===== src/rtl/sign_ext_pkg.sv =====
`default_nettype none
// +-----------------------------------------------------------------------+
// | sign_ext_pkg : skid state encoding and the shared extension function  |
// | Revision     : 1.0                                                    |
// +-----------------------------------------------------------------------+
package sign_ext_pkg;

  localparam int EXT_MAX = 64;
  typedef logic [EXT_MAX-1:0] ext_t;

  typedef enum logic [1:0] {
    SKID_EMPTY = 2'd0,
    SKID_ONE   = 2'd1,
    SKID_FULL  = 2'd2
  } skid_state_t;

  // Callers truncate the result to their own output width; w must be 1..EXT_MAX-1.
  function automatic ext_t ext_field(input ext_t data, input int w, input logic sgn);
    ext_t top_bit;
    ext_t mask;
    top_bit = ext_t'(1) << (w - 1);
    mask    = (top_bit << 1) - ext_t'(1);
    if (sgn && ((data & top_bit) != '0))
      return (data & mask) | ~mask;
    return data & mask;
  endfunction

endpackage
`default_nettype wire


===== src/rtl/sign_ext_skid.sv =====
`default_nettype none
// +-----------------------------------------------------------------------+
// | sign_ext_skid : two-entry skid buffer, registered ready and valid     |
// | Revision      : 1.0                                                   |
// +-----------------------------------------------------------------------+
module sign_ext_skid #(
  parameter int WIDTH = 32
) (
  input  logic             clk,
  input  logic             rst_n,
  input  logic             s_valid,
  output logic             s_ready,
  input  logic [WIDTH-1:0] s_data,
  output logic             m_valid,
  input  logic             m_ready,
  output logic [WIDTH-1:0] m_data
);
  import sign_ext_pkg::*;

  skid_state_t      state;
  logic [WIDTH-1:0] skid_data;
  logic             in_xfer;
  logic             out_xfer;

  assign in_xfer  = s_valid && s_ready;
  assign out_xfer = m_valid && m_ready;

  always_ff @(posedge clk or negedge rst_n) begin
    if (!rst_n) begin
      state     <= SKID_EMPTY;
      m_valid   <= 1'b0;
      s_ready   <= 1'b1;
      m_data    <= '0;
      skid_data <= '0;
    end else begin
      case (state)
        SKID_EMPTY: begin
          if (in_xfer) begin
            m_data  <= s_data;
            m_valid <= 1'b1;
            state   <= SKID_ONE;
          end
        end
        SKID_ONE: begin
          if (in_xfer && out_xfer) begin
            m_data <= s_data;
          end else if (in_xfer) begin
            // Output stalled: park the beat and drop ready in the same edge.
            skid_data <= s_data;
            s_ready   <= 1'b0;
            state     <= SKID_FULL;
          end else if (out_xfer) begin
            m_valid <= 1'b0;
            state   <= SKID_EMPTY;
          end
        end
        SKID_FULL: begin
          if (out_xfer) begin
            m_data  <= skid_data;
            s_ready <= 1'b1;
            state   <= SKID_ONE;
          end
        end
        default: begin
          state   <= SKID_EMPTY;
          m_valid <= 1'b0;
          s_ready <= 1'b1;
        end
      endcase
    end
  end

endmodule
`default_nettype wire


===== src/rtl/sign_ext_stream.sv =====
`default_nettype none
// +-----------------------------------------------------------------------+
// | sign_ext_stream : handshaked N->M sign/zero extender with skid buffer |
// | Option          : SIGN_EXT_ERR_EN adds o_err for illegal widths       |
// | Revision        : 1.0                                                 |
// +-----------------------------------------------------------------------+
module sign_ext_stream #(
  parameter int N  = 12,
  parameter int M  = 32,
  parameter int WW = $clog2(N + 1)
) (
  input  logic          i_clk,
  input  logic          i_rst_n,
  input  logic          i_valid,
  output logic          o_ready,
  input  logic [N-1:0]  i_data,
  input  logic [WW-1:0] i_src_w,
  input  logic          i_signed,
  output logic          o_valid,
  input  logic          i_ready,
  output logic [M-1:0]  o_data
`ifdef SIGN_EXT_ERR_EN
  ,
  output logic          o_err
`endif
);
  import sign_ext_pkg::*;

  logic          illegal;
  logic [WW-1:0] eff_w;
  logic [M-1:0]  ext_word;

  assign illegal  = (i_src_w == '0) || (int'(i_src_w) > N);
  assign eff_w    = illegal ? WW'(N) : i_src_w;
  assign ext_word = M'(ext_field(ext_t'(i_data), int'(eff_w), i_signed));

`ifdef SIGN_EXT_ERR_EN
  localparam int DW = M + 1;
  logic [DW-1:0] in_word;
  logic [DW-1:0] out_word;

  // Illegal beats still flow in order; they carry a zero word and the err bit.
  assign in_word = illegal ? {1'b1, {M{1'b0}}} : {1'b0, ext_word};
  assign o_data  = out_word[M-1:0];
  assign o_err   = o_valid & out_word[M];
`else
  localparam int DW = M;
  logic [DW-1:0] in_word;
  logic [DW-1:0] out_word;

  assign in_word = ext_word;
  assign o_data  = out_word;
`endif

  sign_ext_skid #(
    .WIDTH(DW)
  ) u_skid (
    .clk    (i_clk),
    .rst_n  (i_rst_n),
    .s_valid(i_valid),
    .s_ready(o_ready),
    .s_data (in_word),
    .m_valid(o_valid),
    .m_ready(i_ready),
    .m_data (out_word)
  );

endmodule
`default_nettype wire


===== config.mk =====
export PLATFORM = sky130hd
export DESIGN_NAME = sign_ext_stream
export DESIGN_NICKNAME = d
export VERILOG_FILES = /design/src/rtl/sign_ext_pkg.sv /design/src/rtl/sign_ext_skid.sv /design/src/rtl/sign_ext_stream.sv
export SDC_FILE = /design/constraint.sdc
export NUM_CORES = 1
export LEC_CHECK = 0
export CORE_MARGIN = 4
export CORE_UTILIZATION = 50
export DETAILED_ROUTE_END_ITERATION = 8
export PLACE_DENSITY = 0.75
export SYNTH_ARGS = -nofsm -noshare
export SYNTH_HDL_FRONTEND = slang
export SYNTH_SLANG_ARGS = --single-unit

===== constraint.sdc =====
create_clock -name i_clk -period 4 [get_ports i_clk]
set_input_delay 0.8 -clock i_clk [delete_from_list [all_inputs] [get_ports i_clk]]
set_output_delay 0.8 -clock i_clk [all_outputs]
set_load 0.02 [all_outputs]

==> reports/results.ini <==
[hold_path]
hold_path.class = reg2reg
hold_depth = 2

[status]
status = finished clean

[setup_path]
cp_max_fo = 10
worstRegToRegCells = 8
arrival_ns = 3.86
worstSetupPathType = in2reg
cp-start-kind = input pin
critPathRequiredTime_ns = 4.19
cp-end-kind = flip-flop

[timing]
max_slew_margin = 0.349
layout_setup_ws_ns = 0.329
tightestPinTransition_ns = 0.977
rsz0062_at_grt = no
slew_violations = 0
fin_skew_ns = 0.00787
period_share = 0.918
min_period_ns = 3.67
fin_hold_ws_ns = 0.477
timing.fmax_ghz = 0.272
setup_viol = 0
hold_violations = 0

[global_routing]
grt_pass1_vias = 3079
antenna_found_initial = 0
grt_remaining_overflow = 0
grt_max_degree = 45
grt_pass1_wl_microns = 15300
grtUsageTotal = 0.226

[layout]
fin_util = 0.671
multi_input_area_sq_um = 1720
area_growth_pct = 29.3
final_cell_area_sq_um = 4590
seq_area_sq_um = 1700
final_nets = 499
drive_gt1_frac = 0.139
antenna_cells = 0
fill_cells = 603

[clock_tree]
cts_buffers = 9
cts.sinks = 68
post_cts.repair.setup_buffers = 0
path_clk_slew_ns = 0.07
cts_tree = done
ctsHtreeMaxLevel = 3
cts_root_buf = clkbuf_8
cts_buffer_depth = 2
cts_resized = 0
insertion_delay_ns = 0.33
holdBufCountCts = 0

[floorplan]
start_util = 0.519
die_x_microns = 92.2
coreArea_sq_um = 6830
dieArea_sq_um = 8510
num_io_pins = 55
rows = 30
die_h_microns = 92.2

[detailed_routing]
vias = 3127
routed_wl_microns = 9020
vias_per_cell = 5.47
ant_nets = 0
remaining_drc_errors = 0
first_iter_violations = 162
drt_pass1_iterations = 4
wire_per_inst_microns = 15.8

[logic_synthesis]
syn_area_sq_um = 3550
synth-seq-area-share = 0.480
syn_avg_cell_area_sq_um = 9.01
yosysWarnings = 0
ys_async_sr_fraction = 1.00
synth_top_area_share = 0.472
yosysUniqueCellTypes = 54
syn_inst = 394
synth_most_common_cell = dfrtp_1
synthTopCellsByCount = dfrtp_1, nand2_1, nor2_1, a21oi_1
synth_nets = 422
yosysTopAreaCell = dfrtp_1
ys_top_cells_by_area = dfrtp_1, nand2_1, a21oi_1
synthFlopType = dfrtp_1
synth_edf_count = 0
ys_ff_latch = 68

[pwr]
power_frac_seq = 0.466
p_switching_mw = 0.368
p_per_area_nw_per_um2 = 322
ir_drop_mv = 0.252
power.share.clock = 0.384
pwr-share-comb = 0.150
swShare = 0.250
leakage_nw = 2.14
power.internal_mw = 1.11

[placement]
portBuffers = 54
place_congestion = 0.947
pre_cts_ws_ns = -0.00834
placed_cell_area_sq_um = 4380
dp_hpwl_microns = 6680

[flow_run]
cap_violations = 0

==> placed cells by master, fill, tap and decap left out, types with 2 or more instances in the layout <==
cell type and instances:
a32oi_1 2, nand2_1 57, o22ai_1 3, o21ai_1 18
clkdlybuf4s50_1 53, a31oi_1 2, dfrtp_1 67, clkbuf_8 11
a22oi_1 2, or2_2 2, nor4_1 3, nor2b_1 2
ha_1 7, or3_1 9, xor2_1 4, o21a_1 2
mux2i_1 12, nor2_1 38, a21oi_1 36, a21oi_2 2
buf_4 36, o21ai_0 21, or2_1 2, inv_1 9
nand2b_1 6, clkinv_2 2, nor3_1 6, nand3_1 3
a211oi_1 4, a21o_1 13, xnor2_1 5, o31ai_1 6
and2_1 3, o31a_1 2
==> metrics by stage <==
| stage | power [mW] | cells | setup TNS [ns] |
|---|---|---|---|
| 6_report | 1.48 | 572 | 0 |
| 5_1_grt | 1.54 | 572 | 0 |
| 4_1_cts | 1.49 | 572 | 0 |
| 3_5_place_dp | 0.920 | 556 | -0.00834 |
| 3_3_place_gp | 0.921 | 556 | 0 |
| 2_1_floorplan | 0.824 | 394 | 0 |
==> sequential cells by signal, summed over array words and instances, names as in the netlist <==
| register | flops |
|---|---|
| u_skid.skid_data | 32 |
| u_skid.m_valid | 1 |
| u_skid.s_ready | 1 |
| u_skid.m_data | 32 |
| u_skid.state | 2 |
==> layer usage <==
layer  wire length (microns)  up-vias  part of all wire  global-route usage
li1                        -     1530                 -                   -
met1                    4080     1513              0.45               0.289
met2                    4540       76              0.50               0.389
met3                     321        8             0.036              0.0468
met4                      81        0            0.0090              0.0582
met5                       0        -                 0                   0
==> power groups by stage <==
stage          logic (mW)  clock network (mW)  registers, mW
6_report            0.221               0.567          0.687
5_1_grt             0.242               0.616          0.687
4_1_cts             0.221               0.582          0.687
3_5_place_dp        0.219                   0          0.700
3_3_place_gp        0.220                   0          0.700
2_1_floorplan       0.123                   0          0.701
==> path summary, 6_finish.rpt <==
| kind | start | endpoint | slack, ns |
|---|---|---|---|
| max in group asynchronous | i_rst_n | u_skid.m_data[15]$_DFFE_PN0P_ | 2.61 |
| min in group asynchronous | i_rst_n | u_skid.m_data[3]$_DFFE_PN0P_ | 0.62 |
| worst min-delay path | u_skid.skid_data[18]$_DFFE_PN0P_ | u_skid.skid_data[18]$_DFFE_PN0P_ | 0.48 |
| worst max register to register | u_skid.s_ready$_DFFE_PN1P_ | u_skid.m_data[15]$_DFFE_PN0P_ | 1.73 |
| worst max-delay path | i_src_w[2] | u_skid.m_data[15]$_DFFE_PN0P_ | 0.33 |
| worst min register to register | u_skid.skid_data[18]$_DFFE_PN0P_ | u_skid.skid_data[18]$_DFFE_PN0P_ | 0.48 |
==> critical path, cell delays in order <==
cell and delay (ns):
clkdlybuf4s50_1 0.55, inv_1 0.07, ha_1 0.23, nor3b_2 0.18
o31a_1 0.30, nor2_1 0.17, nor2_1 0.11, nand2_1 0.13
ha_1 0.21, o21ai_1 0.08, nor3_1 0.29, o21ai_1 0.16
a21oi_2 0.45, a21oi_1 0.14
==> cells by family after synthesis <==
| group | count (synthesis) | synth area share |
|---|---|---|
| AND/OR/NAND/NOR | 140 | 0.184 |
| AO/OA/AOI/OAI | 124 | 0.217 |
| flip-flops | 68 | 0.480 |
| buffers and inverters | 33 | 0.0360 |
| multiplexers | 13 | 0.0370 |
| XOR/XNOR | 9 | 0.0222 |
| adder cells (fa/ha/maj) | 7 | 0.0247 |
==> layout make-up <==
type,instances,area share
Clock inverter,4,0.0104
Inverter,9,0.00736
Sequential cell,68,0.371
Timing Repair Buffer,90,0.176
Multi-Input combinational cell,293,0.375
Clock buffer,12,0.0338
Tap cell,96,0.0262
(Power assumes the default switching activity.)
